File: src/rtl/cdb_arbiter.sv
// -----------------------------------------------------------------------------
// cdb_arbiter
//   Shares the single ROB result-write port between the EX (ALU/branch) and
//   SLB (load) completion sources. Each source pushes into its own FIFO. A
//   round-robin scheduler pops at most one entry per cycle onto a registered
//   common data bus (CDB). The CDB feeds the ROB result inputs and the RS/SLB
//   wakeup broadcast, so the ROB never sees two writes in the same cycle.
//
// Ports
//   clk, rst_n            clock, asynchronous active-low reset
//   rdy                   global ready; 0 freezes every register
//   iclr                  mispredict flush (empties both FIFOs, kills the CDB)
//   iEX_*  / oEX_ready    EX result push interface (tag, data, outcome, target)
//   iSLB_* / oSLB_ready   load result push interface (tag, data)
//   oCDB_*                registered broadcast; oCDB_src 0 = EX, 1 = SLB
//
// Optional build macro
//   CDB_PERF_CNT_EN       adds oPERF_conflict and oPERF_full_stall counters
// -----------------------------------------------------------------------------
module cdb_arbiter #(
  parameter int unsigned FIFO_DEPTH = 2,
  parameter int unsigned NICK_W     = 5,
  parameter int unsigned DATA_W     = 32,
  parameter int unsigned ADDR_W     = 32
) (
  input  logic              clk,
  input  logic              rst_n,
  input  logic              rdy,
  input  logic              iclr,
  input  logic              iEX_en,
  input  logic [NICK_W-1:0] iEX_nick,
  input  logic [DATA_W-1:0] iEX_dt,
  input  logic              iEX_ac,
  input  logic [ADDR_W-1:0] iEX_j_pc,
  output logic              oEX_ready,
  input  logic              iSLB_en,
  input  logic [NICK_W-1:0] iSLB_nick,
  input  logic [DATA_W-1:0] iSLB_dt,
  output logic              oSLB_ready,
  output logic              oCDB_en,
  output logic [NICK_W-1:0] oCDB_nick,
  output logic [DATA_W-1:0] oCDB_dt,
  output logic              oCDB_ac,
  output logic [ADDR_W-1:0] oCDB_j_pc,
  output logic              oCDB_src
`ifdef CDB_PERF_CNT_EN
  ,
  output logic [31:0]       oPERF_conflict,
  output logic [31:0]       oPERF_full_stall
`endif
);

  localparam int unsigned PW   = $clog2(FIFO_DEPTH);
  localparam int unsigned CW   = PW + 1;
  localparam int unsigned EXW  = NICK_W + DATA_W + 1 + ADDR_W;
  localparam int unsigned SLBW = NICK_W + DATA_W;

  typedef enum logic {
    SRC_EX  = 1'b0,
    SRC_SLB = 1'b1
  } src_e;

  // FIFO storage (no reset needed: validity is tracked by the counts)
  logic [EXW-1:0]  r_ex_mem  [FIFO_DEPTH];
  logic [SLBW-1:0] r_slb_mem [FIFO_DEPTH];

  logic [PW-1:0] r_ex_wptr, r_ex_rptr, r_slb_wptr, r_slb_rptr;
  logic [CW-1:0] r_ex_cnt, r_slb_cnt;
  src_e          r_rr_last;

  logic              w_ex_ne, w_slb_ne;
  logic              w_grant_ex, w_grant_slb;
  logic              w_ex_push, w_slb_push;
  logic              w_ex_pop, w_slb_pop;
  logic [EXW-1:0]    w_ex_head;
  logic [SLBW-1:0]   w_slb_head;

  assign oEX_ready  = (r_ex_cnt  < CW'(FIFO_DEPTH));
  assign oSLB_ready = (r_slb_cnt < CW'(FIFO_DEPTH));

  assign w_ex_ne  = (r_ex_cnt  != '0);
  assign w_slb_ne = (r_slb_cnt != '0);

  // EX wins when it is alone, or on a tie when SLB was granted last.
  always_comb begin
    w_grant_ex  = 1'b0;
    w_grant_slb = 1'b0;
    if (w_ex_ne && (!w_slb_ne || (r_rr_last == SRC_SLB))) begin
      w_grant_ex = 1'b1;
    end else if (w_slb_ne) begin
      w_grant_slb = 1'b1;
    end
  end

  // A tag-0 push completes the handshake but is not stored.
  assign w_ex_push  = rdy && !iclr && iEX_en  && oEX_ready  && (iEX_nick  != '0);
  assign w_slb_push = rdy && !iclr && iSLB_en && oSLB_ready && (iSLB_nick != '0);
  assign w_ex_pop   = rdy && !iclr && w_grant_ex;
  assign w_slb_pop  = rdy && !iclr && w_grant_slb;

  assign w_ex_head  = r_ex_mem[r_ex_rptr];
  assign w_slb_head = r_slb_mem[r_slb_rptr];

  always_ff @(posedge clk) begin
    if (w_ex_push) begin
      r_ex_mem[r_ex_wptr] <= {iEX_nick, iEX_dt, iEX_ac, iEX_j_pc};
    end
    if (w_slb_push) begin
      r_slb_mem[r_slb_wptr] <= {iSLB_nick, iSLB_dt};
    end
  end

  always_ff @(posedge clk or negedge rst_n) begin
    if (!rst_n) begin
      r_ex_wptr  <= '0;
      r_ex_rptr  <= '0;
      r_ex_cnt   <= '0;
      r_slb_wptr <= '0;
      r_slb_rptr <= '0;
      r_slb_cnt  <= '0;
    end else if (iclr) begin
      r_ex_wptr  <= '0;
      r_ex_rptr  <= '0;
      r_ex_cnt   <= '0;
      r_slb_wptr <= '0;
      r_slb_rptr <= '0;
      r_slb_cnt  <= '0;
    end else begin
      // push/pop already include rdy, so nothing moves while rdy=0
      if (w_ex_push)  r_ex_wptr  <= r_ex_wptr  + PW'(1);
      if (w_ex_pop)   r_ex_rptr  <= r_ex_rptr  + PW'(1);
      if (w_slb_push) r_slb_wptr <= r_slb_wptr + PW'(1);
      if (w_slb_pop)  r_slb_rptr <= r_slb_rptr + PW'(1);
      case ({w_ex_push, w_ex_pop})
        2'b10:   r_ex_cnt <= r_ex_cnt + CW'(1);
        2'b01:   r_ex_cnt <= r_ex_cnt - CW'(1);
        default: r_ex_cnt <= r_ex_cnt;
      endcase
      case ({w_slb_push, w_slb_pop})
        2'b10:   r_slb_cnt <= r_slb_cnt + CW'(1);
        2'b01:   r_slb_cnt <= r_slb_cnt - CW'(1);
        default: r_slb_cnt <= r_slb_cnt;
      endcase
    end
  end

  // The round-robin pointer only moves on a real conflict, so a lone source
  // does not lose its place in the next tie. Flush leaves it untouched.
  always_ff @(posedge clk or negedge rst_n) begin
    if (!rst_n) begin
      r_rr_last <= SRC_SLB;
    end else if (rdy && !iclr && w_ex_ne && w_slb_ne) begin
      r_rr_last <= w_grant_ex ? SRC_EX : SRC_SLB;
    end
  end

  always_ff @(posedge clk or negedge rst_n) begin
    if (!rst_n) begin
      oCDB_en   <= 1'b0;
      oCDB_nick <= '0;
      oCDB_dt   <= '0;
      oCDB_ac   <= 1'b0;
      oCDB_j_pc <= '0;
      oCDB_src  <= 1'b0;
    end else if (iclr) begin
      oCDB_en   <= 1'b0;
      oCDB_nick <= '0;
      oCDB_dt   <= '0;
      oCDB_ac   <= 1'b0;
      oCDB_j_pc <= '0;
      oCDB_src  <= 1'b0;
    end else if (rdy) begin
      if (w_ex_pop) begin
        oCDB_en                                    <= 1'b1;
        {oCDB_nick, oCDB_dt, oCDB_ac, oCDB_j_pc}   <= w_ex_head;
        oCDB_src                                   <= SRC_EX;
      end else if (w_slb_pop) begin
        oCDB_en              <= 1'b1;
        {oCDB_nick, oCDB_dt} <= w_slb_head;
        oCDB_ac              <= 1'b0;
        oCDB_j_pc            <= '0;
        oCDB_src             <= SRC_SLB;
      end else begin
        oCDB_en   <= 1'b0;
        oCDB_nick <= '0;
        oCDB_dt   <= '0;
        oCDB_ac   <= 1'b0;
        oCDB_j_pc <= '0;
        oCDB_src  <= 1'b0;
      end
    end
  end

`ifdef CDB_PERF_CNT_EN
  logic [31:0] r_perf_conflict;
  logic [31:0] r_perf_full_stall;

  always_ff @(posedge clk or negedge rst_n) begin
    if (!rst_n) begin
      r_perf_conflict   <= '0;
      r_perf_full_stall <= '0;
    end else if (rdy) begin
      if (!iclr && w_ex_ne && w_slb_ne) begin
        r_perf_conflict <= r_perf_conflict + 32'd1;
      end
      if ((iEX_en && !oEX_ready) || (iSLB_en && !oSLB_ready)) begin
        r_perf_full_stall <= r_perf_full_stall + 32'd1;
      end
    end
  end

  assign oPERF_conflict   = r_perf_conflict;
  assign oPERF_full_stall = r_perf_full_stall;
`endif

endmodule

File: config.mk
export PLATFORM = sky130hd
export DESIGN_NAME = cdb_arbiter
export DESIGN_NICKNAME = d
export VERILOG_FILES = /design/src/rtl/cdb_arbiter.sv
export SDC_FILE = /design/constraint.sdc
export NUM_CORES = 1
export LEC_CHECK = 0
export CAP_MARGIN = 30
export CORE_AREA = 2 2 221 223
export DETAILED_ROUTE_END_ITERATION = 10
export DIE_AREA = 0 0 223 225
export GPL_TIMING_DRIVEN = 0
export SLEW_MARGIN = 40
export SYNTH_ARGS = -nofsm -noshare
export SYNTH_HDL_FRONTEND = slang
export SYNTH_SLANG_ARGS = --single-unit
File: constraint.sdc
create_clock -name clk -period 6.45 [get_ports clk]
set_input_delay 1.6125 -clock clk [delete_from_list [all_inputs] [get_ports clk]]
set_output_delay 1.6125 -clock clk [all_outputs]
set_load 0.005 [all_outputs]
==> key figures <==
Run status
  – Status: finished clean

Synth
  – Mapped Cells: 645
  – Sequential area share after synthesis: 0.7757
  – Async SR Flop Fraction: 0.2746
  – Post-Syn Area: 10900 sq um
  – Ranking of synthesized cells by area: edfxtp_1 (59%), dfrtp_1 (18%), mux2i_1 (9.6%), o221ai_1 (2.4%), nand2_1 (2.3%)
  – Syn_area_per_cell: 16.90 sq um
  – Top cell type's share of synthesized area: 0.5896
  – Synth warn: 0
  – Post-synth EDFFs: 214
  – Register bit total from synthesis: 295
  – Library cells used by synthesis: 46
  – Yosys top cell by area: edfxtp_1
  – Syn Nets: 758
  – Top FF cell, synth: edfxtp_1

Worst setup path
  – Crit path launch: rdy
  – Path depth of the worst reg2reg path: 6
  – Kind of critical path: input port to flip-flop
  – R2R Path Start: r_ex_cnt[1]
  – Worst r2r dst: r_ex_mem[0][1]
  – CP cell instances: clkdlybuf4s50_1, and2b_1, o2111a_1, nor2b_4, buf_8, buf_16, buf_8
  – FF-to-FF setup slack: 4.20 ns
  – Crit end category: flip-flop
  – Crit path capture: r_ex_mem[0][1]
  – Cell class contributing the biggest share of worst-path delay: buffers and inverters
  – Crit-path most repeated cell: buf_8
  – Crit-path max cell delay: 0.53 ns
  – Worst Path Arrival: 3.91 ns
  – Worst Setup Start Kind: input port
  – Critical Path Stages: 7
  – Bufs and invs on worst path: 4
  – Crit-path max FO: 13
  – Crit path max-delay cell type: nor2b_4
  – Worst Path Required: 6.68 ns

Clock tree
  – Root Driver: clkbuf_16
  – Hold buffer count at CTS: 0
  – CTS tree: yes
  – CTS Sinks: 295
  – Max clock buf depth: 3
  – Clk Latency, worst-skew pair: 0.53 ns
  – CTS clk-pin slew, worst paths: 0.06 ns
  – H-Tree Depth: 2
  – Post-CTS sizing: 0
  – CTS buffer count: 35
  – Post-CTS setup buffer count: 0

Timing
  – RSZ-0062 raised after global routing: false
  – Setup clock skew after layout: 0.008624 ns
  – Final Setup Violations: 0
  – Final worst slack: 2.775 ns
  – Fin. max-slew vios: 0
  – Actual slew at the worst max-slew pin: 0.7414 ns
  – Max Freq: 272.1 MHz
  – Relative slew slack: 0.5057
  – Setup TNS: 0 ns
  – Final worst path period share: 0.5697
  – Hold Vio Cnt, Final: 0
  – Fin crit period: 3.675 ns

Global route
  – GR Util met2: 0.1887
  – Largest net degree at the start of global routing: 53
  – Grt met3 use: 0.04342
  – Antenna violations before repair: 7
  – Met1 Usage GRT: 0.1444
  – All-Layer GR Usage: 0.1173
  – Global-route wire length before repair: 42640 microns
  – Vias in the first global route: 6545
  – GRT overflow: 0
  – Busiest layer in global routing: met2

Floorplan
  – Row cnt: 80
  – CORE AREA: 47550 sq um
  – # IOs: 187
  – Initial core utilization: 0.2292
  – Die ar.: 50180 sq um
  – Die Width: 223 microns
  – Die height: 225 microns

Routing
  – # DRC: 0
  – Vias per cell: about 4.2
  – DR WL/cell: ~20 microns
  – Drt pass-1 iters: 5
  – DRT iter0 DRCs: 338
  – WL final: 29580 microns
  – Final ANT Viol Nets: 0
  – Vias: 6370

Power and ir drop
  – Total power: 4.458 mW
  – P_leak: 5.107 nW
  – Worst vdd ir: between 0.15 and 0.2 mV
  – Pwr dens: 297.3 nW/um^2

Placed design
  – Pre-CTS setup slack: 2.219 ns
  – GPL Wtd Cong: approximately 0.72
  – IO Port Bufs: 185
  – Detailed Place HPWL: 20390 microns
  – Dpl cell area: approximately 14000 sq um

Layout
  – Syn-to-layout area delta: 37.58%
  – Share of layout cells above drive strength 1: 0.1061
  – Fill cells: ~4600
  – Util after Layout: 0.3154
  – Finished Cell Area: 15000 sq um
  – Final net count: 992

Run
  – Number of max-cap violations: 0

Hold path
  – Worst Hold Class: flip-flop to flip-flop
==> per-stage QoR <==
stage / cells / hold WS [ns]
global route: 1520 / 0.5164
detailed placement: 1457 / 0.4743
CTS: 1520 / 0.4892
finish: 1521 / 0.4827
floorplan: 645 / 0.4699
global placement: 1445 / 0.4657
==> synth_stat cells, drive strengths merged (5+ instances only) <==
master,instances
edfxtp,214
nor2,16
o21ai,40
nand2,69
o221ai,30
buf,22
dfrtp,80
mux2i,104
nand3,8
a211oi,5
clkbuf,13
nor3,6
==> layout by cell type, fill, tap and decap left out, types with 3 or more instances in the layout <==
master | netlist | final
edfxtp_1 | 214 | 214
clkdlybuf4s50_1 | 0 | 184
mux2i_1 | 104 | 104
dfrtp_1 | 80 | 80
nand2_1 | 68 | 68
o21ai_0 | 38 | 38
clkbuf_16 | 0 | 37
o221ai_1 | 30 | 30
clkbuf_1 | 13 | 26
buf_2 | 15 | 15
nor2_1 | 15 | 13
nand3_1 | 8 | 8
buf_16 | 0 | 8
nor3_1 | 6 | 6
buf_6 | 5 | 5
a211oi_1 | 5 | 5
clkbuf_8 | 0 | 4
inv_1 | 3 | 3
nor2_4 | 1 | 3
bufinv_16 | 0 | 3
buf_8 | 0 | 3
==> cells by family after synthesis <==
logic type             after synthesis  share of synthesized area
multiplexers                       106                    0.09758
buffers and inverters               38                    0.01860
AND/OR/NAND/NOR                    112                    0.04523
XOR/XNOR                             4                   0.003215
AO/OA/AOI/OAI                       90                    0.05970
flip-flops                         295                     0.7757
==> routing by layer <==
layer  part of all wire  vias to the layer above
met5             0.0028                        -
met2               0.47                      184
li1                   -                     2934
met3              0.080                       53
met4              0.023                       14
met1               0.42                     3185
==> worst min path at each step <==
stage,from,endpoint,slack [ns],cells past startpoint
floorplan,oCDB_src,oCDB_src,0.47,2
global placement,oCDB_j_pc[23],oCDB_j_pc[23],0.47,2
detailed placement,oCDB_src,oCDB_src,0.47,2
CTS,oCDB_ac,oCDB_ac,0.49,2
global route,oCDB_dt[3],oCDB_dt[3],0.52,2
finish,oCDB_ac,oCDB_ac,0.48,2
==> worst min-delay path, delay by kind of cell, from the launching register on <==
family	cells	cell delay, ns
AO/OA/AOI/OAI	1	0.06
AND/OR/NAND/NOR	1	0.05
flip-flops	1	0.34
==> registers in the layout, summed over array words and instances (netlist names), 2 cells and up <==
register / flops
r_ex_mem: 140
oCDB_j_pc: 32
oCDB_dt: 32
r_ex_cnt: 2
r_slb_mem: 74
oCDB_nick: 5
r_slb_cnt: 2
==> report_power, final <==
part	internal, mW	leakage [nW]	switching, mW	total [mW]
clock	1.22	0.554	0.763	1.98
sequential	2.10	3.06	0.0262	2.13
combinational	0.177	1.50	0.173	0.351
total	3.50	5.11	0.962	4.46
==> cell type report <==
cell class	count	area, sq um	share of cell area
diodes	1	2.502	0.0001669
multi-input cells	312	2267	0.1512
clock inverters	9	122.6	0.008177
well taps	615	769.5	0.05131
flip-flops and latches	295	8454	0.5638
inverters	3	11.26	0.0007509
plain buffers	35	191.4	0.01277
clock buffers	54	1030	0.06867
repair buffers	197	2147	0.1432
(Power assumes the default switching activity.)
